**config.mk**
```make
export PLATFORM = sky130hd
export DESIGN_NAME = mul_host_seq
export DESIGN_NICKNAME = d
export VERILOG_FILES = /design/src/rtl/mul_host_seq.sv
export SDC_FILE = /design/constraint.sdc
export NUM_CORES = 1
export LEC_CHECK = 0
export CORE_MARGIN = 2
export CORE_UTILIZATION = 40
export DETAILED_ROUTE_END_ITERATION = 10
export GPL_TIMING_DRIVEN = 0
export PLACE_DENSITY = 0.79
export SLEW_MARGIN = 5
export SYNTH_ARGS = -nofsm -noshare
export SYNTH_HDL_FRONTEND = slang
export SYNTH_SLANG_ARGS = --single-unit
```
**constraint.sdc**
```tcl
create_clock -name clk -period 1.65 [get_ports clk]
set_input_delay 0.2475 -clock clk [delete_from_list [all_inputs] [get_ports clk]]
set_output_delay 0.2475 -clock clk [all_outputs]
set_load 0.1 [all_outputs]
```
**src/rtl/mul_host_seq.sv**
```systemverilog
// Host-side sequencer for an 8x8 -> 16-bit arithmetic core: drives an operand
// pair, waits a fixed latency, captures the result and streams it as two bytes.
module mul_host_seq #(
  parameter int unsigned LATENCY = 2
) (
  input  logic       clk,
  input  logic       rst,
  input  logic       cmd_valid,
  output logic       cmd_ready,
  input  logic [7:0] cmd_a,
  input  logic [7:0] cmd_b,
  output logic [7:0] op_a,
  output logic [7:0] op_b,
  input  logic [7:0] res_lo,
  input  logic [7:0] res_hi,
  input  logic [7:0] res_oe,
  output logic       out_valid,
  input  logic       out_ready,
  output logic [7:0] out_data,
  output logic       out_last,
  output logic       busy,
  output logic       err_oe
);

  typedef enum logic [1:0] {
    IDLE    = 2'd0,
    DRIVE   = 2'd1,
    SEND_LO = 2'd2,
    SEND_HI = 2'd3
  } state_t;

  localparam logic [3:0] LAST_CNT = 4'(LATENCY - 1);

  state_t      state_r;
  logic [3:0]  cnt_r;
  logic [15:0] result_r;
  logic [7:0]  op_a_r;
  logic [7:0]  op_b_r;
  logic        cmd_ready_r;
  logic        out_valid_r;
  logic        out_last_r;
  logic        busy_r;
  logic        err_oe_r;

  // Sequencer FSM with all handshake and status outputs registered.
  always_ff @(posedge clk or posedge rst) begin
    if (rst) begin
      state_r     <= IDLE;
      cnt_r       <= 4'd0;
      result_r    <= 16'd0;
      op_a_r      <= 8'd0;
      op_b_r      <= 8'd0;
      cmd_ready_r <= 1'b0;
      out_valid_r <= 1'b0;
      out_last_r  <= 1'b0;
      busy_r      <= 1'b0;
      err_oe_r    <= 1'b0;
    end else begin
      case (state_r)
        IDLE: begin
          if (cmd_valid && cmd_ready_r) begin
            op_a_r      <= cmd_a;
            op_b_r      <= cmd_b;
            cnt_r       <= 4'd0;
            cmd_ready_r <= 1'b0;
            busy_r      <= 1'b1;
            state_r     <= DRIVE;
          end else begin
            cmd_ready_r <= 1'b1;
          end
        end
        DRIVE: begin
          if (cnt_r == LAST_CNT) begin
            result_r    <= {res_hi, res_lo};
            // Flag a bus contention risk but still emit whatever was captured.
            if (res_oe != 8'hFF) begin
              err_oe_r <= 1'b1;
            end
            out_valid_r <= 1'b1;
            out_last_r  <= 1'b0;
            state_r     <= SEND_LO;
          end else begin
            cnt_r <= cnt_r + 4'd1;
          end
        end
        SEND_LO: begin
          if (out_ready) begin
            out_last_r <= 1'b1;
            state_r    <= SEND_HI;
          end
        end
        SEND_HI: begin
          if (out_ready) begin
            out_valid_r <= 1'b0;
            out_last_r  <= 1'b0;
            busy_r      <= 1'b0;
            cmd_ready_r <= 1'b1;
            state_r     <= IDLE;
          end
        end
        default: begin
          out_valid_r <= 1'b0;
          out_last_r  <= 1'b0;
          busy_r      <= 1'b0;
          state_r     <= IDLE;
        end
      endcase
    end
  end

  // Byte select is a mux of registers only, so it never depends on out_ready.
  assign out_data  = out_last_r ? result_r[15:8] : result_r[7:0];
  assign out_valid = out_valid_r;
  assign out_last  = out_last_r;
  assign cmd_ready = cmd_ready_r;
  assign op_a      = op_a_r;
  assign op_b      = op_b_r;
  assign busy      = busy_r;
  assign err_oe    = err_oe_r;

endmodule

```
==> results.py, run 1 <==
metrics = {
    "setup_path": {
        "critical_path_buf_inv_count": 2,
        "path_class": "flip-flop to primary output",
        "cp_max_fanout": 9,
        "setup.worst_path.end_class": "primary output",
        "critical_path.cell_chain": "clkbuf_16 > mux2_2 > buf_6",
        "stage_delay_of_the_slowest_cell_on_the_critical_path_ns": 0.49,
        "cpLargestDelayFamily": "flip-flops",
        "timing.critical_path.from_type": "flip-flop",
        "worst-endpoint-required_ns": 1.40,
        "regToRegSetupSlack_ns": 0.03,
        "wp_data_arrival_ns": 1.44,
        "critical-path-slowest-cell": "dfrtp_4",
    },
    "yosys": {
        "synth_cell_type_count": 32,
        "ff_latch_count_synth": 43,
        "mappedNetlistArea_sq_um": 1987,
        "cells_after_synthesis": 145,
        "sequential_element_share_of_the_synthesized_area_pct": 54.16,
        "yosys.area_share.simple_pct": 7.179,
        "synth_mux_area_share_pct": 23.74,
        "dominant_combinational_cell_family_by_area_after_synthesis": "multiplexers",
        "synthesis.nets": 196,
        "synth_xor_area_share_pct": 0,
        "synth_compound_area_share_pct": 7.809,
        "yosys.area_share.adder_pct": 4.408,
        "synth.yosys.warnings": 0,
        "synth.avg_cell_area_sq_um": 13.70,
    },
    "layout": {
        "number_of_nets_in_the_layout": 278,
        "drive_gt1_share_pct": 44.30,
        "finished_layout_cells": 295,
        "synthToLayoutAreaGrowth_pct": 56.11,
        "fin_area_sq_um": 3102,
        "num_antenna_cells": 0,
    },
    "die": {
        "row_count": 25,
        "floorplan.die.width_microns": 74.48,
        "floorplan.initialDensity_pct": 41.79,
        "ioPinCount": 73,
        "die_h_microns": 74.48,
        "placeableCoreArea_sq_um": 4755,
        "die-area_sq_um": 5547,
    },
    "cts": {
        "clock_tree.buffer_depth": 2,
        "ctsHoldBuffers": 0,
        "cts_root_buffer": "clkbuf_8",
        "htreeDepth": 2,
        "cts.sink_count": 43,
        "clk_pin_slew_worst_paths_ns": 0.08,
        "cts-buffers-inserted": 5,
        "clock_insertion_delay_worst_skew_ns": 0.30,
        "tritoncts": "done",
    },
    "sta": {
        "setup_slack_ns": -0.04110,
        "highest_clock_rate_mhz": 591.3,
        "setup_repair_after_global_routing_missed_its_margin": "true",
        "worst_pin_slew_ns": 0.5623,
        "finClkSkew_ns": 0.002854,
        "period_minus_slack_ns": 1.691,
        "post-route-period-util_pct": 102.5,
        "max-slew-margin-rel_pct": 62.69,
        "setup_tns_ns": -0.2645,
        "setup_violations": 8,
        "timing.final.max_slew_violations": 0,
        "report.final.hold_viol_count": 0,
    },
    "drt": {
        "vias": 1459,
        "drt-wirelength-per-cell_microns": 15.31,
        "viasPerCell": 4.946,
        "detailedRoute.firstIterationViolations": 86,
        "first_pass_iters": 4,
        "postRouteWirelength_microns": 4515,
        "drcViolationCount": 0,
        "drt.antenna.violating_nets": 0,
    },
    "global_route": {
        "grt_max_degree": 35,
        "antenna_violations_before_repair": 0,
        "first_global_vias": 1531,
        "grt.overflow.total": 0,
        "first_pass_grt_wire_length_microns": 7086,
        "gr-usage-all-layers_pct": 17.40,
    },
    "placement": {
        "placedCellCount": 285,
        "place.gp.congestion": 0.7383,
        "placed_area_sq_um": 2841,
        "post-place-ws_ns": -0.6913,
        "placement.io_buffers": 72,
        "dpl_hpwl_microns": 3196,
    },
    "hold_path": {
        "timing.hold.worst.class": "input pin to asynchronous set/reset pin",
    },
    "outcome": {
        "violated_checks": "setup timing",
        "run_status": "finished with violations",
    },
    "flow_run": {
        "max_cap_viol_count": 0,
    },
}
-- repair_timing --
item | in CTS | in global routing
buffers inserted | 0 | 2
setup endpoints to repair | 49 | 38
gates cloned | 0 | 1
pin swaps | 0 | 3
gates resized for setup | 135 | 8
-- final cells by class --
class / instances / area, sq um
Fill cell: 375 / 1653
Timing Repair Buffer: 76 / 845.8
Multi-Input combinational cell: 92 / 914.6
Sequential cell: 43 / 1082
Buffer: 3 / 52.55
Clock buffer: 8 / 100.1
Inverter: 6 / 22.52
Tap cell: 67 / 83.83
-- synth_stat cells --
library cell | count | area (sq um)
mux2_2 | 41 | 461.7
a21oi_1 | 3 | 15.01
and2b_1 | 1 | 7.510
a2111oi_4 | 1 | 27.53
mux2i_1 | 1 | 10.01
ha_1 | 7 | 87.58
nor2b_1 | 3 | 18.77
o221a_2 | 1 | 11.26
a22o_1 | 1 | 8.760
a2bb2oi_1 | 1 | 8.760
o21ai_0 | 9 | 45.04
a31oi_1 | 1 | 6.260
nor3b_1 | 1 | 7.510
clkbuf_1 | 1 | 3.750
nand2_1 | 2 | 7.510
and4bb_1 | 1 | 12.51
nor2_1 | 3 | 11.26
nand2b_1 | 1 | 6.260
o22ai_1 | 1 | 6.260
nand3_1 | 4 | 20.02
dfrtp_1 | 43 | 1076
inv_1 | 6 | 22.52
a21bo_2 | 1 | 10.01
a21boi_1 | 1 | 7.510
buf_2 | 1 | 5.000
nand4_1 | 2 | 12.51
o2bb2ai_1 | 1 | 8.760
nand3_2 | 1 | 10.01
or4_1 | 1 | 7.510
buf_6 | 2 | 22.52
nor3_2 | 1 | 10.01
or3b_4 | 1 | 11.26
-- routing by layer --
layer  vias to the layer above  GRT usage [%]  wire length (microns)
li1                        687              -                      -
met1                       700          20.26                   1810
met2                        65          27.63                   2160
met3                         7          8.401                    472
met4                         0          7.143                     72
met5                         -              0                      0
-- kinds of logic after synthesis --
family          count (synthesis)
compound gates                 21
fa+ha+maj                       7
buf+inv                        10
flops                          43
mux                            42
simple gates                   22
-- flip-flops by register name (all words and copies together), names as in the netlist --
register and count:
cnt_r 4, state_r 2, busy 1, result_r 16
err_oe 1, cmd_ready 1, op_a 8, op_b 8
out_valid 1, out_last 1
-- cell usage in the layout (no fill, tap or decap), drive strengths merged --
master	Yosys	routed
nand2b	1	1
inv	6	6
o221a	1	1
o21ai	9	9
a21boi	1	1
and2b	1	1
nor2b	3	3
and4bb	1	1
a31oi	1	1
a21oi	3	3
nand2	2	2
buf	3	13
dfrtp	43	43
clkdlybuf4s15	0	20
or4	1	1
clkdlybuf4s50	0	43
nand4	2	2
a22o	1	1
nand3	5	5
clkbuf	1	10
a21bo	1	1
o2bb2ai	1	1
clkdlybuf4s18	0	1
nor3	1	1
a2bb2oi	1	1
nor2	3	3
or3b	1	1
o22ai	1	1
mux2i	1	1
ha	7	7
mux2	41	41
nor3b	1	1
a2111oi	1	1
-- final timing paths --
path	from	end	cells past startpoint
worst max register to register	state_r[1]	result_r[4]	5
worst min-delay path	rst	op_b[0]	2
max in group asynchronous	rst	cmd_ready	3
min in group clk	err_oe	err_oe	1
worst min register to register	err_oe	err_oe	1
worst max-delay path	out_last	out_data[5]	3
-- per-stage QoR --
| stage | utilization [%] | hold slack, ns |
|---|---|---|
| 5_1_grt | 65.24 | 0.2045 |
| 2_1_floorplan | - | 0.3861 |
| 4_1_cts | 63.89 | 0.1854 |
| 3_5_place_dp | 59.76 | 0.4592 |
| 3_3_place_gp | 59.34 | 0.4580 |
| 6_report | 65.24 | 0.1865 |
Power of run 1 is not shown: default switching activity piles up to over one toggle a cycle in this logic, so the estimate is an artifact.
==> inputs of run 2 (changes only) <==
CAP_MARGIN = 20   (was default)
==> results of run 2 <==
No change in the layout: final DEF, timing and power equal those of run 1.
Power of run 2 is left out for the same reason.
==> inputs of run 3 (changes only) <==
ABC_CLOCK_PERIOD_IN_PS = 1650   (was default)
CTS_CLUSTER_DIAMETER = 150   (was default)
MAX_ROUTING_LAYER = met4   (was default)
==> run 3 against run 2 <==
The flow still finishes with violations (setup timing). Die area is the same. Setup slack gained 0.00099 ns. First-iteration DRC count shrank 3.5%. Cell count is the same. Flip-flop and latch count is the same. Global-route usage grew 0.55 points. Via count grew 0.21%. Clock skew is essentially flat. Cell area is the same. Clock-buffer cell count is the same. Register-to-register slack is essentially flat. Non-clock buffer count is the same. Critical path type unchanged.
==> results.py, run 3 (synthesis gave the netlist of run 1 again) <==
metrics = {
    "setup_path": {
        "setup.worst_path.end_class": "primary output",
        "cpLargestDelayFamily": "flip-flops",
        "crit_path_launch": "out_last",
        "critical-path-slowest-cell": "dfrtp_4",
        "stage_delay_of_the_slowest_cell_on_the_critical_path_ns": 0.49,
        "regToRegStartpoint": "state_r[1]",
        "cp_max_fanout": 9,
        "regToRegSetupSlack_ns": 0.03,
        "timing.critical_path.from_type": "flip-flop",
        "critical_path.cell_chain": "clkbuf_16 > mux2_4 > buf_12",
        "worst-endpoint-required_ns": 1.40,
        "critical_path_buf_inv_count": 2,
        "wp_data_arrival_ns": 1.44,
        "path_class": "flip-flop to primary output",
    },
    "sta": {
        "highest_clock_rate_mhz": 591.7,
        "report.final.hold_viol_count": 0,
        "setup_repair_after_global_routing_missed_its_margin": "true",
        "worst_pin_slew_ns": 0.5622,
        "setup_violations": 8,
        "setup_slack_ns": -0.04011,
        "timing.final.max_slew_violations": 0,
        "post-route-period-util_pct": 102.4,
        "period_minus_slack_ns": 1.690,
        "finClkSkew_ns": 0.002624,
        "max-slew-margin-rel_pct": 62.69,
    },
    "cts": {
        "cts.sink_count": 43,
        "clock_tree.buffer_depth": 2,
        "ctsHoldBuffers": 0,
        "cts_root_buffer": "clkbuf_8",
        "clk_pin_slew_worst_paths_ns": 0.08,
        "htreeDepth": 2,
        "tritoncts": "done",
        "cts-buffers-inserted": 5,
        "clock_insertion_delay_worst_skew_ns": 0.30,
    },
    "drt": {
        "drcViolationCount": 0,
        "first_pass_iters": 4,
        "postRouteWirelength_microns": 4507,
        "viasPerCell": 4.956,
        "detailedRoute.firstIterationViolations": 83,
        "vias": 1462,
        "drt.antenna.violating_nets": 0,
        "drt-wirelength-per-cell_microns": 15.28,
    },
    "placement": {
        "place.gp.congestion": 0.7474,
        "placedCellCount": 285,
        "dpl_hpwl_microns": 3196,
        "placement.io_buffers": 72,
    },
    "global_route": {
        "grt.overflow.total": 0,
        "first_global_vias": 1532,
        "first_pass_grt_wire_length_microns": 7079,
        "gr-usage-all-layers_pct": 17.96,
        "antenna_violations_before_repair": 0,
        "grt_max_degree": 35,
    },
    "die": {
        "die_h_microns": 74.48,
        "die-area_sq_um": 5547,
        "floorplan.die.width_microns": 74.48,
        "ioPinCount": 73,
        "placeableCoreArea_sq_um": 4755,
        "floorplan.initialDensity_pct": 41.79,
        "row_count": 25,
    },
    "layout": {
        "number_of_nets_in_the_layout": 278,
        "most_common_cell_after_layout_fill_and_taps_aside": "clkdlybuf4s50_1",
        "mostFrequentLayoutCells": "clkdlybuf4s50_1 (43), dfrtp_1 (40), mux2_2 (38), clkdlybuf4s15_2 (20), o21ai_0 (9)",
        "flip_flop_count_of_the_largest_register_all_copies_and_words_added": 16,
        "nFillCells": 375,
        "synthToLayoutAreaGrowth_pct": 56.11,
        "num_antenna_cells": 0,
        "regMostFlops": "result_r",
        "finished_layout_cells": 295,
        "drive_gt1_share_pct": 44.30,
    },
    "hold_path": {
        "timing.hold.worst.class": "input pin to asynchronous set/reset pin",
    },
    "outcome": {
        "run_status": "finished with violations",
        "violated_checks": "setup timing",
    },
    "flow_run": {
        "max_cap_viol_count": 0,
    },
}
## run 3: worst paths after layout
check / to / depth (start not counted)
worst min register to register: err_oe / 1
worst min-delay path: op_b[0] / 2
worst max register to register: result_r[4] / 5
max in group asynchronous: out_last / 3
min in group clk: err_oe / 1
worst max-delay path: out_data[3] / 3
## run 3: metal layers
metal | global-route usage (%) | vias to the layer above | part of all wire, % | routed length [microns]
met3 | 7.182 | 7 | 8.9 | 401
met4 | 7.143 | 0 | 1.6 | 72
met1 | 21.04 | 702 | 41 | 1857
met2 | 27.63 | 65 | 48 | 2176
li1 | - | 688 | - | -
met5 | - | - | 0 | 0
## run 3: repair_timing
action                                  CTS  global route
gates resized for setup                 135             8
pin swaps                                 0             3
endpoints found under the setup margin   49            38
cloned                                    0             1
setup buffers                             0             2
## run 3: final cells by class
| type | instances | area [sq um] | share of cell area, % |
|---|---|---|---|
| inverters | 6 | 22.52 | 0.7261 |
| flip-flops and latches | 43 | 1082 | 34.89 |
| plain buffers | 3 | 52.55 | 1.694 |
| multi-input cells | 92 | 914.6 | 29.49 |
| repair buffers | 76 | 845.8 | 27.27 |
| clock buffers | 8 | 100.1 | 3.227 |
| well taps | 67 | 83.83 | 2.703 |
## run 3: through the flow
| step | TNS [ns] | instance area (sq um) | utilization [%] | setup slack (ns) | hold WS (ns) |
|---|---|---|---|---|---|
| 2_1_floorplan | -0.2604 | 2017 | - | -0.05208 | 0.3861 |
| 3_3_place_gp | -30.60 | 2821 | 59.34 | -0.7364 | 0.4580 |
| 3_5_place_dp | -9.003 | 2841 | 59.76 | -0.6913 | 0.4592 |
| 4_1_cts | -0.2908 | 3038 | 63.89 | -0.04882 | 0.1854 |
| 5_1_grt | -0.6446 | 3102 | 65.24 | -0.07763 | 0.2045 |
| 6_report | -0.2600 | 3102 | 65.24 | -0.04011 | 0.1860 |
Power of run 3 is left out for the same reason.
